File: src/rtl/rv_ctrl_pkg.sv
// Shared encodings for the multicycle RV32 control path: opcodes, branch funct3,
// ALU-control op codes, datapath source selects and sequencer state encodings.
package rv_ctrl_pkg;

  localparam logic [6:0] OP_R_TYPE = 7'b0110011;
  localparam logic [6:0] OP_I_TYPE = 7'b0010011;
  localparam logic [6:0] OP_LOAD   = 7'b0000011;
  localparam logic [6:0] OP_STORE  = 7'b0100011;
  localparam logic [6:0] OP_BRANCH = 7'b1100011;

  localparam logic [2:0] F3_BEQ = 3'b000;
  localparam logic [2:0] F3_BLT = 3'b100;

  localparam logic [1:0] ALU_OP_ADD    = 2'b00;
  localparam logic [1:0] ALU_OP_BRANCH = 2'b01;
  localparam logic [1:0] ALU_OP_FUNCT  = 2'b10;

  localparam logic [1:0] SRC_A_PC    = 2'b00;
  localparam logic [1:0] SRC_A_REG   = 2'b01;
  localparam logic [1:0] SRC_A_OLDPC = 2'b10;

  localparam logic [1:0] SRC_B_REG  = 2'b00;
  localparam logic [1:0] SRC_B_FOUR = 2'b01;
  localparam logic [1:0] SRC_B_IMM  = 2'b10;

  typedef enum logic [3:0] {
    S_FETCH    = 4'd0,
    S_DECODE   = 4'd1,
    S_EXEC_R   = 4'd2,
    S_EXEC_I   = 4'd3,
    S_ALU_WB   = 4'd4,
    S_MEM_ADDR = 4'd5,
    S_MEM_RD   = 4'd6,
    S_MEM_WB   = 4'd7,
    S_MEM_WR   = 4'd8,
    S_BRANCH   = 4'd9,
    S_HALT     = 4'd10
  } state_t;

  // States that hold mem_req high and wait on mem_ready.
  function automatic logic is_mem_state(input state_t s);
    return (s == S_FETCH) || (s == S_MEM_RD) || (s == S_MEM_WR);
  endfunction

endpackage

File: src/rtl/mem_wait_watchdog.sv
// Memory wait watchdog: counts consecutive unanswered request cycles, flags a timeout
// combinationally in the limit cycle and keeps a sticky bus error until reset.
// Latency: timeout is same-cycle; bus_err registers one cycle later. No backpressure.
module mem_wait_watchdog #(
  parameter int WAIT_LIMIT = 255,
  parameter int CNT_W      = 8
) (
  input  logic clk,
  input  logic reset,
  input  logic waiting,
  input  logic mem_ready,
  input  logic state_change,
  output logic timeout,
  output logic bus_err
);

  localparam logic [CNT_W-1:0] LIMIT = CNT_W'(WAIT_LIMIT);
  localparam logic [CNT_W-1:0] LAST  = CNT_W'(WAIT_LIMIT - 1);

  logic [CNT_W-1:0] cnt;

  // The limit cycle is the one whose increment would reach WAIT_LIMIT; a
  // mem_ready in that same cycle suppresses the timeout.
  assign timeout = waiting && !mem_ready && (cnt == LAST);

  always_ff @(posedge clk) begin
    if (reset) begin
      cnt     <= '0;
      bus_err <= 1'b0;
    end else begin
      if (state_change || mem_ready || !waiting) begin
        cnt <= '0;
      end else if (cnt != LIMIT) begin
        cnt <= cnt + 1'b1;
      end
      if (timeout) begin
        bus_err <= 1'b1;
      end
    end
  end

endmodule

File: src/rtl/multicycle_main_control.sv
// Main sequencer for the multicycle RV32 core: FETCH/DECODE/EXECUTE/MEMORY/WRITEBACK.
// Latency with zero-wait memory: R/I 4, load 5, store 4, branch 3 cycles.
// Backpressure: stalls in FETCH/MEM_RD/MEM_WR until mem_ready; watchdog halts on timeout.
module multicycle_main_control
  import rv_ctrl_pkg::*;
#(
  parameter int WAIT_LIMIT = 255,
  parameter int CNT_W      = 8
) (
  input  logic       clk,
  input  logic       reset,
  input  logic [6:0] opcode,
  input  logic [2:0] funct3,
  input  logic       alu_zero,
  input  logic       alu_lt,
  input  logic       mem_ready,
  output logic       mem_req,
  output logic       mem_we,
  output logic       i_or_d,
  output logic       ir_write,
  output logic       pc_write,
  output logic       pc_src,
  output logic [1:0] alu_src_a,
  output logic [1:0] alu_src_b,
  output logic [1:0] alu_op,
  output logic       reg_write,
  output logic       mem_to_reg,
  output logic       instr_done,
  output logic       illegal,
  output logic       bus_err,
  output logic [3:0] state_dbg
);

  state_t state, next_state;
  logic   illegal_q, illegal_set;
  logic   waiting, state_change, timeout;
  logic   branch_ok, taken;

  assign branch_ok    = (funct3 == F3_BEQ) || (funct3 == F3_BLT);
  assign taken        = ((funct3 == F3_BEQ) && alu_zero) || ((funct3 == F3_BLT) && alu_lt);
  assign waiting      = is_mem_state(state);
  assign state_change = (next_state != state);

  mem_wait_watchdog #(
    .WAIT_LIMIT (WAIT_LIMIT),
    .CNT_W      (CNT_W)
  ) u_watchdog (
    .clk          (clk),
    .reset        (reset),
    .waiting      (waiting),
    .mem_ready    (mem_ready),
    .state_change (state_change),
    .timeout      (timeout),
    .bus_err      (bus_err)
  );

  always_ff @(posedge clk) begin
    if (reset) begin
      state     <= S_FETCH;
      illegal_q <= 1'b0;
    end else begin
      state <= next_state;
      if (illegal_set) begin
        illegal_q <= 1'b1;
      end
    end
  end

  always_comb begin
    next_state  = state;
    illegal_set = 1'b0;
    mem_req     = 1'b0;
    mem_we      = 1'b0;
    i_or_d      = 1'b0;
    ir_write    = 1'b0;
    pc_write    = 1'b0;
    pc_src      = 1'b0;
    alu_src_a   = SRC_A_PC;
    alu_src_b   = SRC_B_REG;
    alu_op      = ALU_OP_ADD;
    reg_write   = 1'b0;
    mem_to_reg  = 1'b0;
    instr_done  = 1'b0;

    case (state)
      S_FETCH: begin
        mem_req   = 1'b1;
        alu_src_b = SRC_B_FOUR;
        ir_write  = mem_ready;
        pc_write  = mem_ready;
        if (mem_ready)    next_state = S_DECODE;
        else if (timeout) next_state = S_HALT;
      end
      S_DECODE: begin
        // Branch target (oldPC + imm) is parked in ALUOut here.
        alu_src_a = SRC_A_OLDPC;
        alu_src_b = SRC_B_IMM;
        case (opcode)
          OP_R_TYPE:          next_state = S_EXEC_R;
          OP_I_TYPE:          next_state = S_EXEC_I;
          OP_LOAD, OP_STORE:  next_state = S_MEM_ADDR;
          OP_BRANCH:          next_state = S_BRANCH;
          default: begin
            illegal_set = 1'b1;
            next_state  = S_HALT;
          end
        endcase
      end
      S_EXEC_R: begin
        alu_src_a  = SRC_A_REG;
        alu_src_b  = SRC_B_REG;
        alu_op     = ALU_OP_FUNCT;
        next_state = S_ALU_WB;
      end
      S_EXEC_I: begin
        alu_src_a  = SRC_A_REG;
        alu_src_b  = SRC_B_IMM;
        alu_op     = ALU_OP_FUNCT;
        next_state = S_ALU_WB;
      end
      S_ALU_WB: begin
        reg_write  = 1'b1;
        instr_done = 1'b1;
        next_state = S_FETCH;
      end
      S_MEM_ADDR: begin
        alu_src_a  = SRC_A_REG;
        alu_src_b  = SRC_B_IMM;
        next_state = (opcode == OP_LOAD) ? S_MEM_RD : S_MEM_WR;
      end
      S_MEM_RD: begin
        mem_req = 1'b1;
        i_or_d  = 1'b1;
        if (mem_ready)    next_state = S_MEM_WB;
        else if (timeout) next_state = S_HALT;
      end
      S_MEM_WB: begin
        reg_write  = 1'b1;
        mem_to_reg = 1'b1;
        instr_done = 1'b1;
        next_state = S_FETCH;
      end
      S_MEM_WR: begin
        mem_req    = 1'b1;
        mem_we     = 1'b1;
        i_or_d     = 1'b1;
        instr_done = mem_ready;
        if (mem_ready)    next_state = S_FETCH;
        else if (timeout) next_state = S_HALT;
      end
      S_BRANCH: begin
        alu_src_a = SRC_A_REG;
        alu_src_b = SRC_B_REG;
        alu_op    = ALU_OP_BRANCH;
        pc_src    = 1'b1;
        if (branch_ok) begin
          pc_write   = taken;
          instr_done = 1'b1;
          next_state = S_FETCH;
        end else begin
          illegal_set = 1'b1;
          next_state  = S_HALT;
        end
      end
      S_HALT:  next_state = S_HALT;
      default: next_state = S_FETCH;
    endcase

    // A reset cycle aborts the instruction: no enable may reach the datapath.
    if (reset) begin
      mem_req    = 1'b0;
      mem_we     = 1'b0;
      ir_write   = 1'b0;
      pc_write   = 1'b0;
      reg_write  = 1'b0;
      instr_done = 1'b0;
    end
  end

  assign illegal   = illegal_q;
  assign state_dbg = state;

endmodule

File: config.mk
export PLATFORM = sky130hd
export DESIGN_NAME = multicycle_main_control
export DESIGN_NICKNAME = d
export VERILOG_FILES = /design/src/rtl/rv_ctrl_pkg.sv /design/src/rtl/mem_wait_watchdog.sv /design/src/rtl/multicycle_main_control.sv
export SDC_FILE = /design/constraint.sdc
export NUM_CORES = 1
export LEC_CHECK = 0
export ABC_AREA = 1
export BUFFER_PORTS_ARGS = -buffer_cell sky130_fd_sc_hd__buf_4
export CORE_MARGIN = 2
export CORE_UTILIZATION = 40
export DETAILED_ROUTE_END_ITERATION = 12
export PLACE_DENSITY = 0.74
export SETUP_SLACK_MARGIN = 0.1
export SLEW_MARGIN = 20
export SYNTH_ARGS = -nofsm -noshare
export SYNTH_HDL_FRONTEND = slang
export SYNTH_SLANG_ARGS = --single-unit
File: constraint.sdc
create_clock -name clk -period 1.4 [get_ports clk]
set_input_delay 0 -clock clk [delete_from_list [all_inputs] [get_ports clk]]
set_output_delay 0 -clock clk [all_outputs]
set_load 0.01 [all_outputs]
# Word-level counts from Yosys, hierarchy flattened
# Cells that the tools add are included.
# W data, S select, Z words.
# classes
addsub,1
multipliers,0
div_mod_pow,0
magnitude_cmp,0
eq_ne,19
n_shift,0
n_mux,31
bitwise,0
reduce_logical,23
# ops
cell,n
$pmux W4 S8,1
$mux W4,6
$mux W1,17
$eq A4 B3 Y1 const B,4
$pmux W4 S4,1
$eq A7 B6 Y1 const B,2
$eq A4 B4 Y1 const B,3
$pmux W2 S2,3
$reduce_or A2 Y1,5
$add A8 B1 Y8 const B,1
$eq A4 B2 Y1 const B,2
$eq A8 B8 Y1 const B,1
$ne A8 B8 Y1 const B,1
$eq A7 B2 Y1 const B,1
$eq A7 B5 Y1 const B,1
$eq A7 B7 Y1 const B,1
$logic_or A1 B1 Y1,6
$reduce_or A3 Y1,2
$reduce_or A5 Y1,1
$eq A4 B1 Y1 const B,1
$logic_and A1 B1 Y1,4
$logic_not A4 Y1,1
$ne A4 B4 Y1,1
$pmux W1 S2,2
other kinds (5),6
# word_totals
register_bits,14
latchBits,0
mem_bits_rw,0
mem_bits_ro,0
inputBits,15
output_inout_bits,21
elab_cells,78
n_memories,0

# Logic depth before layout (Yosys ltp)
# depth
word_depth,12
depth_mapped,14
depth_no_buf,14

# Modules after synthesis
# Synthesis repeated with hierarchy kept, for this count alone.
# unflattened
cells_unflattened,192
hier_area_um2,1121.1
# by_module_without_submodules
module,instances,cells_per_inst,area_per_inst_um2,seq_area_each_um2
multicycle_main_control,1,122,621.8,100.1
mem_wait_watchdog,1,70,499.2,180.2

# Worst setup path after synthesis
# No wires, ideal clock.
# synth_path
kind,register to register
startpoint,"register state[3], in the netlist state_dbg[3]"
endpoint,register u_watchdog.cnt[1]
setup_time_ns,0.119
t_arrival_ns,1.397
required_ns,1.281
setup_slack_ns,-0.116
path_stages_with_launch,12
n_path_buf,0
path_cell_list,dfxtp_1 > inv_2 > nor2_4 > nand2_4 > nand3_4 > nand3_4 > nand2_2 > nand2_2 > nand3_1 > nand2_2 > nand2_4 > nor2_2
# synth_via
elab_chain_len,12
# synth_rtl
element,line,text
start: declaration,multicycle_main_control.sv:34,"state_t state, next_state;"
start signal: assignment,multicycle_main_control.sv:62,state <= next_state;
$eq A4 B3 Y1 or $logic_not A4 Y1 (tied branches),"rv_ctrl_pkg.sv:42, multicycle_main_control.sv:85",
$logic_or A1 B1 Y1 (2 in a row),rv_ctrl_pkg.sv:42,return (s == S_FETCH) || (s == S_MEM_RD) || (s == S_MEM_WR);
$logic_and A1 B1 Y1 (2 in a row),mem_wait_watchdog.sv:24,assign timeout = waiting && !mem_ready && (cnt == LAST);
$mux W4,"multicycle_main_control.sv:92, multicycle_main_control.sv:135, multicycle_main_control.sv:149",
"$mux W4, on equally long branches","multicycle_main_control.sv:148, multicycle_main_control.sv:91, multicycle_main_control.sv:134",
$pmux W4 S8,multicycle_main_control.sv:85,case (state)
$ne A4 B4 Y1,multicycle_main_control.sv:42,assign state_change = (next_state != state);
$logic_or A1 B1 Y1,mem_wait_watchdog.sv:31,if (state_change || mem_ready || !waiting) begin
$logic_or A1 B1 Y1 (*),mem_wait_watchdog.sv:31,
$reduce_or A2 Y1 (no line) (*),-,
end signal: assignment,mem_wait_watchdog.sv:34,cnt <= cnt + 1'b1;
end: declaration,mem_wait_watchdog.sv:20,logic [CNT_W-1:0] cnt;
# Mark *: on every way between the ends. The rest lies on a longest branch, timed or not.
# A chain may end at the register's enable or synchronous reset.

# Final worst setup path
# layout_path
startpoint,"register state[3], in the netlist state_dbg[3]"
endpoint,register u_watchdog.cnt[2]
# Same word-level chain as after synthesis.

==> impl_metrics.env <==
export IMPL_status="complete, but fails checks"
export IMPL_violations="setup timing"
export IMPL_drtPass1Iterations=4
export IMPL_maxSlewViolCount=0
export IMPL_synth_seq_cells=14
export IMPL_die_x_um=56.9
export IMPL_synthesis_area_um2=1120
export IMPL_gr_total_overflow=0
export IMPL_grt_max_degree=13
export IMPL_grt_usage_pct=21.3
export IMPL_maxCapViolCount=0
export IMPL_vias=1353
export IMPL_synth_top_family_by_area="simple AND/OR/NAND/NOR gates"
export IMPL_fp_dieH_um=56.9
export IMPL_cts_tree="done"
export IMPL_cts_root_buf="clkbuf_4"
export IMPL_max_freq_ghz=0.655
export IMPL_crit_fanout=8
export IMPL_antenna_cells=0
export IMPL_hold_viol=0
export IMPL_skew_ns=0.0116
export IMPL_synth_xor_area_share_pct=5.48
export IMPL_antenna_found_initial=0
export IMPL_drive_above_1_share_pct=58.3
export IMPL_synth_edf_count=0
export IMPL_fin_crit_sh_pct=109
export IMPL_critPathLaunchType="register"
export IMPL_min_to="illegal"
export IMPL_ios=36
export IMPL_fin_area_um2=1950
export IMPL_synth_largest_area_cell="dfxtp_1"
export IMPL_synth_cells=173
export IMPL_reg2reg_from="state_dbg[3]"
export IMPL_dieArea_um2=3240
export IMPL_synth_seq_area_share_pct=25.1
export IMPL_ys_flop_type="dfxtp_1"
export IMPL_io_buffer_count=35
export IMPL_synth_fp_nets=190
export IMPL_synthDistinctLibCells=28
export IMPL_synthAdderAreaFrac_pct=2.24
export IMPL_rows=19
export IMPL_drt_vias_per_instance=4.78
export IMPL_cp_arrival_ns=1.76
export IMPL_hold_ws_ns=0.119
export IMPL_clk_pin_slew_worst_paths_ns=0.09
export IMPL_fin_crit_ns=1.53
export IMPL_area_growth_pct=74.6
export IMPL_finalNonFillerCells=283
export IMPL_coreArea_um2=2710
export IMPL_worst_pin_slew_ns=0.301
export IMPL_grt_pass1_vias=1302
export IMPL_post_dp_hpwl_mm=2.43
export IMPL_placed_cell_area_um2=1720
export IMPL_wl_per_cell_um=11.7
export IMPL_cp_end_kind="register"
export IMPL_nFillCells=207
export IMPL_synth_common_cells="29 x nand2_1, 25 x inv_1, 25 x nor2_1, 14 x dfxtp_1, 13 x nand3_1"
export IMPL_clk_latency_ns=0.29
export IMPL_drc=0
export IMPL_drtAntennaViolNets=0
export IMPL_yosysWarnings=0
export IMPL_muxShareOfSynthArea_pct=1.01
export IMPL_yosys_area_top_type_share_pct=25.1
export IMPL_synth_most_common_cell="nand2_1"
export IMPL_drtIter0Drc=30
export IMPL_whs_path_depth=5
export IMPL_timing_final_ws_setup_ns=-0.127
export IMPL_finalNetCount=270
export IMPL_grt_pass1_wl_mm=5.49
export IMPL_cts_buffers=3
export IMPL_required_ns=1.63
export IMPL_synth_compound_area_share_pct=8.84
export IMPL_synth_simple_gate_area_share_pct=45.3
export IMPL_start_util_pct=41.3
export IMPL_min_from="opcode[4]"
export IMPL_htreeDepth=1
export IMPL_rr_worst_depth=12
export IMPL_rsz0062_at_grt="yes"
export IMPL_final_setup_viol_count=16
export IMPL_worstHoldPathType="primary input to register"
export IMPL_clock_sinks=14
export IMPL_relSlewSlack_pct=79.8
export IMPL_gp_congestion=0.907
export IMPL_p_leak_nw=0.987
export IMPL_ir_drop_uv=871
export IMPL_syn_area_per_cell_um2=6.47
export IMPL_ys_top_cells_by_area="dfxtp_1 25%, nand2_1 9.7%, inv_1 8.4%"
export IMPL_clockBufferDepth=2
export IMPL_async_flop_share_pct=0
export IMPL_p_per_area_nw_per_um2=1100
export IMPL_placed_cells=271
export IMPL_reg2reg_to="u_watchdog.cnt[2]"
export IMPL_critical_path_class="register to register"
export IMPL_routed_wl_mm=3.31
export IMPL_reg2reg_slack_ns=-0.13
layout make-up:
type	count	area [µm²]	share of cell area, %
clock buffers	4	36.3	1.86
well taps	31	38.8	1.99
repair buffers	78	622	31.8
inverters	30	123	6.28
flip-flops and latches	14	298	15.2
multi-input cells	126	836	42.8
what timing repair did:
action	in CTS	in global routing
hold buffers	1	0
buffers inserted	6	3
gates cloned	0	0
resized for setup	27	16
hold endpoints to repair	6	0
setup endpoints to repair	18	25
pin swaps	6	8
cells in the final DEF (no fill, tap or decap), types with 3 or more instances in the layout:
| cell | instances |
|---|---|
| xnor2_1 | 3 |
| inv_2 | 5 |
| nand3_1 | 10 |
| o21ai_1 | 3 |
| o21ai_0 | 4 |
| nor2_1 | 16 |
| nand2_1 | 22 |
| buf_4 | 68 |
| clkbuf_4 | 3 |
| buf_6 | 9 |
| xor2_1 | 4 |
| nand2_2 | 12 |
| inv_1 | 22 |
| nand3_2 | 4 |
| nand2_4 | 5 |
| dfxtp_4 | 4 |
| a31oi_1 | 3 |
| dfxtp_1 | 8 |
| nor2_4 | 8 |
| a21oi_1 | 4 |
| nor2_2 | 15 |
worst max path at each step:
stage                            startpoint                 to  slack [ns]  cells after the start
final                          state_dbg[3]  u_watchdog.cnt[2]       -0.13                     12
after global routing      u_watchdog.cnt[0]  u_watchdog.cnt[2]       -0.24                     14
after CTS                      state_dbg[3]  u_watchdog.cnt[1]       -0.14                     12
after detailed placement  u_watchdog.cnt[0]  u_watchdog.cnt[1]       -0.14                     13
after global placement    u_watchdog.cnt[0]  u_watchdog.cnt[1]       -0.12                     13
after floorplan                state_dbg[1]  u_watchdog.cnt[1]       0.002                     11
sequential cells by signal (all words and copies together), names as in the netlist:
name and cells:
illegal 1, u_watchdog.cnt 8, u_watchdog.bus_err 1, state_dbg 4
metrics by stage:
step                setup WS [ns]  utilization (%)  total power [mW]  TNS (ns)
floorplan                 0.00218                -              1.16         0
global placement           -0.125             63.4              1.65    -0.984
detailed placement         -0.143             63.4              1.66     -1.09
CTS                        -0.135             69.5              2.08     -1.43
global route               -0.239             72.1              2.30     -2.93
finish                     -0.127             72.1              2.16     -1.49
per-layer routing:
| metal | part of all wire [%] | track usage, % | routed length [µm] | vias up |
|---|---|---|---|---|
| li1 | - | - | - | 698 |
| met1 | 41 | 25.6 | 1360 | 627 |
| met2 | 55 | 37.4 | 1810 | 20 |
| met3 | 2.4 | 4.61 | 80 | 8 |
| met4 | 2.0 | 6.64 | 66 | 0 |
| met5 | 0 | 0 | 0 | - |
critical path, stage by stage (launching register included):
cell     delay (ns)
dfxtp_4        0.41
inv_4          0.06
nor2_4         0.18
nand2_4        0.08
nand3_4        0.11
nand3_4        0.09
nand2_2        0.08
nand2_4        0.06
nand2_2        0.07
nand2_2        0.05
nand2_2        0.07
nand2_4        0.10
nor2_2         0.10
cells by family (layout without fill, tap and decap cells):
| logic type | count (synthesis) | in the layout |
|---|---|---|
| buffers and inverters | 33 | 112 |
| DFF | 14 | 14 |
| xor gates and xnor gates | 7 | 7 |
| adders and majority gates | 2 | 2 |
| muxes | 1 | 1 |
| AOI/OAI and AO/OA | 18 | 18 |
| and+or+nand+nor | 98 | 98 |
report_power, final:
group | internal, mW | leakage, nW | total (mW) | switching (mW)
logic | 0.645 | 0.849 | 1.33 | 0.682
registers | 0.453 | 0.117 | 0.529 | 0.0768
clock network | 0.159 | 0.0210 | 0.300 | 0.141
total | 1.26 | 0.987 | 2.16 | 0.900
Power figures use the tool's default switching activity.
